`src/rtl/vga_scanout.sv`:
```
// vga_scanout: VGA timing, double-buffered frame RAM fetch and registered RGB/sync output; define VGA_SCALE2_EN for 2x2 pixel scaling
module vga_scanout #(
  parameter int COOR_WIDTH = 12,
  parameter int HSIZE = 1280,
  parameter int HFP = 1344,
  parameter int HSP = 1480,
  parameter int HMAX = 1680,
  parameter int VSIZE = 800,
  parameter int VFP = 801,
  parameter int VSP = 804,
  parameter int VMAX = 828,
  parameter logic HSPP = 1'b1,
  parameter logic VSPP = 1'b1,
  parameter int FRAME_LEFT = 0,
  parameter int FRAME_RIGHT = 1280,
  parameter int FRAME_TOP = 250,
  parameter int FRAME_BOTTOM = 550,
  parameter int RAM_WIDTH = 20,
  parameter int PIXEL_WIDTH = 3,
  parameter int RAM_LATENCY = 2,
  parameter int SHADE_WIDTH = 6
) (
  input  logic                   clk_vga,
  input  logic                   rst_n,
  input  logic                   swap_req,
  output logic                   swap_ack,
  output logic                   read_part,
  output logic                   frame_start,
  output logic                   vblank,
  input  logic [SHADE_WIDTH-1:0] shade,
  output logic                   ram_rden,
  output logic [RAM_WIDTH-1:0]   ram_rdaddr,
  input  logic [PIXEL_WIDTH-1:0] ram_q,
  output logic [PIXEL_WIDTH-1:0] pal_index,
  input  logic [23:0]            pal_rgb,
  output logic                   hsync,
  output logic                   vsync,
  output logic                   data_enable,
  output logic [7:0]             red,
  output logic [7:0]             green,
  output logic [7:0]             blue
);
  localparam int FW = FRAME_RIGHT - FRAME_LEFT;
  localparam int FH = FRAME_BOTTOM - FRAME_TOP;
  localparam int MAX_SHADE = (1 << SHADE_WIDTH) - 1;
  localparam int BW = 8 + SHADE_WIDTH;
`ifdef VGA_SCALE2_EN
  localparam int SC = 1;
`else
  localparam int SC = 0;
`endif
  localparam int AW = FW >> SC;
  localparam int RAM_SIZE = AW * (FH >> SC);
  logic [1:0] rs;
  logic run;
  logic [COOR_WIDTH-1:0] x, y, nx, ny, lx, ly;
  logic [COOR_WIDTH-1:0] dx [RAM_LATENCY];
  logic [COOR_WIDTH-1:0] dy [RAM_LATENCY];
  logic pending, boundary, swap, active;
  logic [SHADE_WIDTH-1:0] shade_q;
  logic [7:0] bg;
  logic [RAM_WIDTH-1:0] xo, yo;
  function automatic logic in_win(input logic [COOR_WIDTH-1:0] cx, input logic [COOR_WIDTH-1:0] cy);
    return (cx - COOR_WIDTH'(FRAME_LEFT)) < COOR_WIDTH'(FW) && (cy - COOR_WIDTH'(FRAME_TOP)) < COOR_WIDTH'(FH);
  endfunction
  assign run = rs[1];
  assign nx = (x == COOR_WIDTH'(HMAX - 1)) ? '0 : x + COOR_WIDTH'(1);
  assign ny = (x != COOR_WIDTH'(HMAX - 1)) ? y : (y == COOR_WIDTH'(VMAX - 1)) ? '0 : y + COOR_WIDTH'(1);
  assign boundary = x == '0 && y == COOR_WIDTH'(VSIZE);
  assign swap = boundary && (pending || swap_req);
  assign vblank = y >= COOR_WIDTH'(VSIZE);
  assign ram_rden = in_win(x, y);
  assign xo = RAM_WIDTH'(x - COOR_WIDTH'(FRAME_LEFT)) >> SC;
  assign yo = RAM_WIDTH'(y - COOR_WIDTH'(FRAME_TOP)) >> SC;
  assign ram_rdaddr = (read_part ? RAM_WIDTH'(RAM_SIZE) : '0) + xo + yo * RAM_WIDTH'(AW);
  assign pal_index = ram_q;
  assign lx = dx[RAM_LATENCY-1];
  assign ly = dy[RAM_LATENCY-1];
  assign active = lx < COOR_WIDTH'(HSIZE) && ly < COOR_WIDTH'(VSIZE);
  assign bg = 8'(BW'(255) - BW'(shade_q) * BW'(255) / BW'(MAX_SHADE));
  // Two-flop release synchroniser; everything else idles until run rises
  always_ff @(posedge clk_vga or negedge rst_n)
    if (!rst_n) rs <= '0;
    else rs <= {rs[0], 1'b1};
  // Stage-0 counters, swap handshake, per-frame shade latch and coordinate delay line
  always_ff @(posedge clk_vga or negedge rst_n)
    if (!rst_n) begin
      x <= '0;
      y <= '0;
      read_part <= 1'b0;
      pending <= 1'b0;
      swap_ack <= 1'b0;
      frame_start <= 1'b0;
      shade_q <= '0;
      for (int i = 0; i < RAM_LATENCY; i++) begin
        dx[i] <= '0;
        dy[i] <= '0;
      end
    end else if (run) begin
      x <= nx;
      y <= ny;
      swap_ack <= swap;
      read_part <= read_part ^ swap;
      pending <= !boundary && (pending || swap_req);
      frame_start <= nx == '0 && ny == '0;
      shade_q <= frame_start ? shade : shade_q;
      dx[0] <= x;
      dy[0] <= y;
      for (int i = 1; i < RAM_LATENCY; i++) begin
        dx[i] <= dx[i-1];
        dy[i] <= dy[i-1];
      end
    end
  // Output registers driven from the coordinates that line up with ram_q
  always_ff @(posedge clk_vga or negedge rst_n)
    if (!rst_n) begin
      hsync <= !HSPP;
      vsync <= !VSPP;
      data_enable <= 1'b0;
      {red, green, blue} <= '0;
    end else if (run) begin
      hsync <= (lx >= COOR_WIDTH'(HFP) && lx < COOR_WIDTH'(HSP)) ? HSPP : !HSPP;
      vsync <= (ly >= COOR_WIDTH'(VFP) && ly < COOR_WIDTH'(VSP)) ? VSPP : !VSPP;
      data_enable <= active;
      {red, green, blue} <= !active ? '0 : (in_win(lx, ly) && pal_index != '0) ? pal_rgb : {3{bg}};
    end
endmodule
```
`config.mk`:
```
export PLATFORM = sky130hd
export DESIGN_NAME = vga_scanout
export DESIGN_NICKNAME = d
export VERILOG_FILES = /design/src/rtl/vga_scanout.sv
export SDC_FILE = /design/constraint.sdc
export NUM_CORES = 1
export LEC_CHECK = 0
export ABC_AREA = 1
export BUFFER_PORTS_ARGS = -buffer_cell sky130_fd_sc_hd__buf_2
export CAP_MARGIN = 20
export CORE_MARGIN = 2
export CORE_UTILIZATION = 40
export DETAILED_ROUTE_END_ITERATION = 6
export SLEW_MARGIN = 20
export SYNTH_ARGS = -nofsm -noshare
export SYNTH_HDL_FRONTEND = slang
export SYNTH_SLANG_ARGS = --single-unit
export TNS_END_PERCENT = 100
```
`constraint.sdc`:
```
create_clock -name clk_vga -period 8.2 [get_ports clk_vga]
set_input_delay 1.64 -clock clk_vga [delete_from_list [all_inputs] [get_ports clk_vga]]
set_output_delay 1.64 -clock clk_vga [all_outputs]
set_load 0.03 [all_outputs]
```
After elaboration in Yosys (flattened, before gate mapping)
Cells that the tools add are included.
- bits in registers: 111
- word-level logic and storage cells: 69
- reduce and logical (&&, ||, !) cells: 17
- $mul: 2
- multiplexer cells: 8
- magnitude comparators: 10
- div/mod/pow operators: 1
- bitwise logic cells: 1
- add/sub/neg operators: 8
- equality and inequality tests: 4
- operator list (kind ; number):
    $mux W24 ; 2
    $logic_not A12 Y1 ; 3
    $lt A12 B11 Y1 const B ; 3
    $mux W12 ; 3
    $add A12 B1 Y12 const B ; 2
    $eq A12 B10 Y1 const B ; 2
    $ge A12 B10 Y1 const B ; 2
    $lt A12 B10 Y1 const B ; 2
    $lt A12 B9 Y1 const B ; 2
    $sub A12 B8 Y12 const B ; 2
    $add A19 B12 Y20 ; 1
    $add A20 B20 Y20 ; 1
    $mul A20 B3 Y12 const B ; 1
    $mux W19 ; 1
    $div A14 B6 Y14 const B ; 1
    $mul A6 B8 Y14 const B ; 1
    $sub A12 B8 Y13 const B ; 1
    $eq A12 B11 Y1 const B ; 1
    $ge A12 B11 Y1 const B ; 1
    $ne A12 B11 Y1 const B ; 1
    $logic_and A1 B1 Y1 ; 10
    $sub A8 B8 Y8 const A ; 1
    $reduce_bool A3 Y1 ; 1
    $mux W1 ; 2
    other kinds (4) ; 4

Longest topological paths before layout
Gate-level depths: netlist of the first run.
- word-level depth: 6
- mapped depth: 62
- depth with buffers taken out: 62

Least setup slack after synthesis of the first run
OpenSTA, ideal clock, no wires.
- kind: reg-to-reg
- start point: register shade_q[0]
- end point: register blue[0]
- arrival time: 6.835 ns
- period minus slack after synthesis: 6.952 ns
- stages on the path, launching flop included: 57
- path slack: 1.248 ns
- setup time: 0.117 ns
- path through: dfrtp_1 -> inv_1 -> fa_1 -> inv_1 -> fa_1 -> inv_1 -> fa_1 -> inv_1 -> ha_1 -> or2_1 -> nand3_1 -> nand3_1 -> nand2_1 -> nand2_1 -> nor2_4 -> nand4_2 -> nand2_4 -> nand3_1 -> [21 not listed] -> inv_2 -> nand2_2 -> nand2_2 -> nand2_1 -> nand2_1 -> inv_1 -> ha_1 -> inv_1 -> nor2_1 -> nand3_2 -> nand3_4 -> nand3_1 -> a21oi_1 -> nand2_1 -> nand2_1 -> nand2_1 -> nand2_1 -> nand2_1
- cells in the longest elaborated chain, start to end: 5
- ends and longest elaborated chain (what ; RTL line ; source):
    start, declared ; 60 ; logic [SHADE_WIDTH-1:0] shade_q;
    start signal, assigned ; 106 ; shade_q <= frame_start ? shade : shade_q;
    $mul A6 B8 Y14 ; 80 ; assign bg = 8'(BW'(255) - BW'(shade_q) * BW'(255) / BW'(MAX_SHADE));
    $div A14 B6 Y14 ; 80 ;
    $sub A8 B8 Y8 ; 80 ;
    $mux W24 (2 in a row) ; 125 ; {red, green, blue} <= !active ? '0 : (in_win(lx, ly) && pal_index != '0) ? pal_rgb : {3{bg}};
    end signal, assigned ; 125 ;
    end, declared ; 41 ; output logic [7:0] blue
No other way between the ends.
A chain may end at the register's enable or synchronous reset.

Final worst setup path of the first run
- start point: register shade_q[1]
- end point: register red[0]
- cells in the longest elaborated chain, start to end: 5
- ends and longest elaborated chain (what ; RTL line ; source):
    $mul A6 B8 Y14 ; 80 ;
    $div A14 B6 Y14 ; 80 ;
    $sub A8 B8 Y8 ; 80 ;
    $mux W24 (2 in a row) ; 125 ;
    end signal, assigned ; 125 ;
    end, declared ; 39 ; output logic [7:0] red,
No other way between the ends.

==> impl_metrics.py, run 1 <==
metrics = {
    "yosys": {
        "synth_top_cell_area_share": 0.295,
        "synth_top_cells_by_area": "dfrtp_1, nand2_1, ha_1",
        "number_of_enable_flip_flop_cells_after_synthesis": 0,
        "synth_common_cells": "nand2_1, inv_1, o21ai_0",
        "postSynthRegisterBits": 105,
        "synthDistinctLibCells": 51,
        "synth_fp_nets": 1397,
        "yosysWarnings": 0,
        "synth.yosys.seq_area_share": 0.295,
        "synthDominantAreaCellType": "dfrtp_1",
        "yosys_most_used_dff": "dfrtp_1",
        "ys_async_sr_fraction": 1.00,
        "synth_cells": 1277,
        "syn_area_per_cell_sq_um": 6.97,
        "synthMostInstantiatedCell": "nand2_1",
        "post_synth_instance_area_sq_um": 8900,
    },
    "setup_path": {
        "crit_type": "flop to flop",
        "timing.critical_path.fanout_max": 7,
        "worstPathArrival_ps": 7830,
        "cpPeakStageDelay_ps": 580,
        "worst_path_max_delay_cell": "fa_1",
        "startpoint_type": "flop",
        "timing.critical_path.required_ps": 8450,
        "path_depth_of_the_worst_reg2reg_path": 61,
        "crit_top_cell": "nand2_1",
        "timing.critical_path.to_type": "flop",
    },
    "layout": {
        "post_route_cells_drive_above_1_share": 0.171,
        "postLayoutCellArea_sq_um": 10200,
        "sequential_cell_area_sq_um": 2630,
        "finish.utilization": 0.467,
        "post_layout_cell_count": 1645,
        "area_delta_synth_final_pct": 14.4,
        "multiInputGateArea_sq_um": 5470,
        "final_nets": 1479,
        "num-fill-cells": 2223,
    },
    "clock_tree": {
        "cts.path.max_buffers": 2,
        "worst_skew_pair.late_latency_ps": 360,
        "tritoncts": "built",
        "path_clk_slew_ps": 80,
        "ctsRootBufferMaster": "clkbuf_16",
        "htree_num_levels": 3,
        "clock_sink_count": 105,
        "cts-buffers-inserted": 9,
    },
    "floorplanning": {
        "design.die.area_sq_um": 23500,
        "dieWidth_um": 153,
        "floorplan.initialDensity": 0.408,
        "core_sq_um": 21800,
        "die_h_um": 153,
        "core.rowCount": 54,
        "ioPinCount": 91,
    },
    "global_routing": {
        "grt_pass1_wl_um": 36000,
        "grt_start_max_net_pins": 70,
        "initial_antenna_violation_count": 1,
        "grt_pass1_vias": 7774,
        "global_route.overflow_total": 0,
        "globalRouteTotalUtil": 0.183,
    },
    "detailed_routing": {
        "detail_route.drc_violations": 0,
        "antenna_left": 0,
        "dr_total_vias": 8055,
        "drt_first_pass_iters": 5,
        "detailedRoute.firstIterationViolations": 380,
        "viasPerCell": 4.90,
        "totalWireLength_um": 21200,
        "wl_per_cell_um": 12.9,
    },
    "run_status": {
        "run_status": "complete, no violations",
    },
    "timing": {
        "fin_worst_skew_ps": 10.9,
        "finalWorstPathRequiredPeriod_ps": 7580,
        "max_slew_margin": 0.400,
        "fin_crit_sh": 0.925,
        "timing.final.setup_violations": 0,
        "timing_worst_slew_pin_value_ps": 897,
        "setup_slack_ps": 618,
        "final-hold-violation-count": 0,
        "final-max-slew-violation-count": 0,
        "max_freq_mhz": 132,
    },
    "placement": {
        "placed_area_sq_um": 9550,
        "post-dp-hpwl_um": 16300,
        "place.detailed.instances": 1613,
        "last_weighted_congestion_value_of_the_routability_driven_placer": 0.869,
        "worst_setup_timing_slack_at_the_placement_stage_ps": 318,
        "io_buffers": 90,
    },
    "flow_run": {
        "max_cap_viol_count": 0,
    },
    "hold_path": {
        "hold_path_class": "flop to flop",
        "hold-path-cell-count": 0,
    },
}
## kinds of logic (layout without fill, tap and decap cells)
family                     after synthesis  count (layout)  synth area share
and+or+nand+nor                        602             602             0.303
xor gates and xnor gates                40              40            0.0393
muxes                                    1               1           0.00126
DFF                                    105             105             0.295
AOI/OAI and AO/OA                      181             181             0.111
adders and majority gates               84              84             0.134
other                                    1               2          0.000421
buffers and inverters                  263             350             0.116
## worst max-delay path: cells and delay by family (launching register included)
family	cells	cell delay, ps
buf+inv	9	660
flops	1	390
compound gates	1	130
simple gates	46	4240
fa+ha+maj	5	2020
## worst paths after layout
| check | start | slack, ps | to |
|---|---|---|---|
| max in group asynchronous | rst_n | 5730 | swap_ack |
| min in group asynchronous | rst_n | 1330 | green[6] |
| setup reg to reg | shade_q[1] | 620 | red[0] |
| setup / recovery | shade_q[1] | 620 | red[0] |
| hold / removal | rs[0] | 360 | rs[1] |
| hold reg to reg | rs[0] | 360 | rs[1] |
## through the flow
step / setup TNS, ps / hold WS (ps)
6_report: 0 / 356
5_1_grt: -143 / 372
4_1_cts: 0 / 358
3_5_place_dp: 0 / 343
3_3_place_gp: 0 / 349
2_1_floorplan: 0 / 331
## final cells by class
class,count,share of cell area
repair buffers,108,0.0577
diodes,1,0.000246
flip-flops and latches,105,0.258
multi-input cells,909,0.536
inverters,226,0.0833
clock buffers,9,0.0221
clock inverters,7,0.00761
well taps,280,0.0344
## repair_timing
item,CTS,global route
hold buffers,0,0
endpoints found under the setup margin,0,6
setup buffers,0,15
gates resized for setup,0,56
## state kept, by name, indices dropped and copies added (netlist names)
signal       count
read_part        1
green            8
shade_q          6
vsync            1
ly              12
dx               9
y               12
dy              12
lx               9
data_enable      1
blue             8
frame_start      1
swap_ack         1
hsync            1
red              8
pending          1
rs               2
x               12
## routing by layer
metal / GRT usage / wire length [um] / up-vias
met5: 0 / 0 / -
met1: 0.238 / 9910 / 3749
met3: 0.0232 / 518 / 20
met2: 0.318 / 10400 / 98
met4: 0.0534 / 344 / 0
li1: - / - / 4188
## cells in the final DEF (no fill, tap or decap), drive strengths merged, types with 2 or more instances in the layout
master and n:
a21oi 40, clkbuf 9, o211ai 4, nor2 90, clkinv 3, xor2 30
buf 108, o21ai 118, fa 19, nand3 75, nand4 26, o21bai 6
dfrtp 105, nand2 376, and2 2, a2111oi 2, nor3 18, ha 65
a21o 2, inv 229, nand3b 2, nor4 10, xnor2 10
Power of run 1 is left out: the tool's default activity adds up to more than one toggle a clock period on the data nets, which glitch-free logic cannot reach.
==> run 2, diff against run 1 <==
--- a/config.mk
+++ b/config.mk
@@ -11,6 +11,8 @@
 export CORE_MARGIN = 2
 export CORE_UTILIZATION = 40
 export DETAILED_ROUTE_END_ITERATION = 6
+export PLACE_DENSITY = 0.6
+export SETUP_SLACK_MARGIN = 0.05
 export SLEW_MARGIN = 20
 export SYNTH_ARGS = -nofsm -noshare
 export SYNTH_HDL_FRONTEND = slang
==> impl_metrics.py, run 2 (same netlist as run 1, synthesis figures left out) <==
metrics = {
    "detailed_routing": {
        "route.layer.met1.wl_um": 9960,
        "antenna_left": 0,
        "met3_wirelength_um": 506,
        "viasPerCell": 4.89,
        "detail_route.drc_violations": 0,
        "wl_per_cell_um": 12.9,
        "dr_total_vias": 8055,
        "drt_first_pass_iters": 5,
        "totalWireLength_um": 21200,
        "highest-signal-layer": "met4",
        "routed-wl-met2_um": 10400,
        "detailedRoute.firstIterationViolations": 372,
    },
    "clock_tree": {
        "ctsHoldBuffers": 0,
        "path_clk_slew_ps": 80,
        "ctsRootBufferMaster": "clkbuf_16",
        "cts.path.max_buffers": 2,
        "cts-buffers-inserted": 9,
        "tritoncts": "built",
        "htree_num_levels": 3,
        "worst_skew_pair.late_latency_ps": 370,
        "clock_sink_count": 105,
    },
    "flow_run": {
        "max_cap_viol_count": 0,
    },
    "layout": {
        "postLayoutCellArea_sq_um": 10200,
        "finish.utilization": 0.468,
        "leading_cell_types_in_the_layout_fill_and_taps_excluded": "nand2_1, inv_1, o21ai_0",
        "final_nets": 1481,
        "post_route_cells_drive_above_1_share": 0.173,
        "area_delta_synth_final_pct": 14.7,
        "mostFrequentLayoutCell": "nand2_1",
        "post_layout_cell_count": 1647,
    },
    "placement": {
        "post-dp-hpwl_um": 16300,
        "place.detailed.instances": 1613,
        "io_buffers": 90,
        "placed_area_sq_um": 9550,
        "last_weighted_congestion_value_of_the_routability_driven_placer": 0.869,
    },
    "global_routing": {
        "global_route.overflow_total": 0,
        "grt_pass1_wl_um": 36000,
        "grt_start_max_net_pins": 70,
        "grt_pass1_vias": 7774,
        "initial_antenna_violation_count": 1,
        "globalRouteTotalUtil": 0.183,
    },
    "setup_path": {
        "startpoint_type": "flop",
        "crit_type": "flop to flop",
        "worst_path_max_delay_cell": "fa_1",
        "critical_path.n_buffers_inverters": 9,
        "worstPathArrival_ps": 7810,
        "crit_top_cell": "nand2_1",
        "cpPeakStageDelay_ps": 580,
        "timing.critical_path.required_ps": 8450,
        "timing.critical_path.to_type": "flop",
        "timing.critical_path.fanout_max": 7,
        "crit_family": "simple AND/OR/NAND/NOR gates",
    },
    "timing": {
        "final-hold-violation-count": 0,
        "max_freq_mhz": 132,
        "timing.setup.tns_ps": 0,
        "max_slew_margin": 0.402,
        "timing_worst_slew_pin_value_ps": 895,
        "final-max-slew-violation-count": 0,
        "fin_worst_skew_ps": 11.4,
        "finalWorstPathRequiredPeriod_ps": 7560,
        "timing.final.setup_violations": 0,
        "fin_crit_sh": 0.922,
    },
    "floorplanning": {
        "core.rowCount": 54,
        "design.die.area_sq_um": 23500,
        "dieWidth_um": 153,
        "die_h_um": 153,
        "floorplan.initialDensity": 0.408,
        "core_sq_um": 21800,
        "ioPinCount": 91,
    },
    "run_status": {
        "run_status": "complete, no violations",
    },
    "hold_path": {
        "hold_path_class": "flop to flop",
    },
}
==> run 2: cell types whose count changed in the layout (fill, tap and decap cells not counted) <==
cell	change
buf_4	+2
nand3_2	-1
nand3_4	+1
nor2_1	-1
nor2_2	+1
==> run 2: area by class of cell <==
class	instances	area [sq um]
fill	2219	11600
tap	280	350
antenna	1	2.50
inverter	226	848
sequential	105	2630
clock inverter	7	77.6
clock buffer	9	225
timing repair buffer	110	603
multi-input combinational	909	5480
==> run 2: what timing repair did <==
action                     CTS  global route
setup endpoints to repair    0             6
buffers inserted             0            17
gates resized for setup      0            58
==> run 2: worst paths after layout <==
| path | end | from | slack, ps | cells after the start |
|---|---|---|---|---|
| setup / recovery | red[0] | shade_q[1] | 640 | 61 |
| min in group asynchronous | green[6] | rst_n | 1330 | 1 |
| max in group asynchronous | swap_ack | rst_n | 5730 | 2 |
| hold / removal | rs[1] | rs[0] | 360 | 0 |
| hold reg to reg | rs[1] | rs[0] | 360 | 0 |
| setup reg to reg | red[0] | shade_q[1] | 640 | 61 |
==> run 2: per-layer routing <==
| metal | GRT usage | vias to the layer above |
|---|---|---|
| li1 | - | 4192 |
| met1 | 0.238 | 3739 |
| met2 | 0.318 | 104 |
| met3 | 0.0232 | 20 |
| met4 | 0.0534 | 0 |
| met5 | 0 | - |
==> run 2: stage by stage <==
step,hold WS [ps],setup slack (ps)
floorplan,331,1250
global placement,349,331
detailed placement,343,318
CTS,358,268
global route,372,-11.1
finish,356,639
Power of run 2 is left out for the same reason.
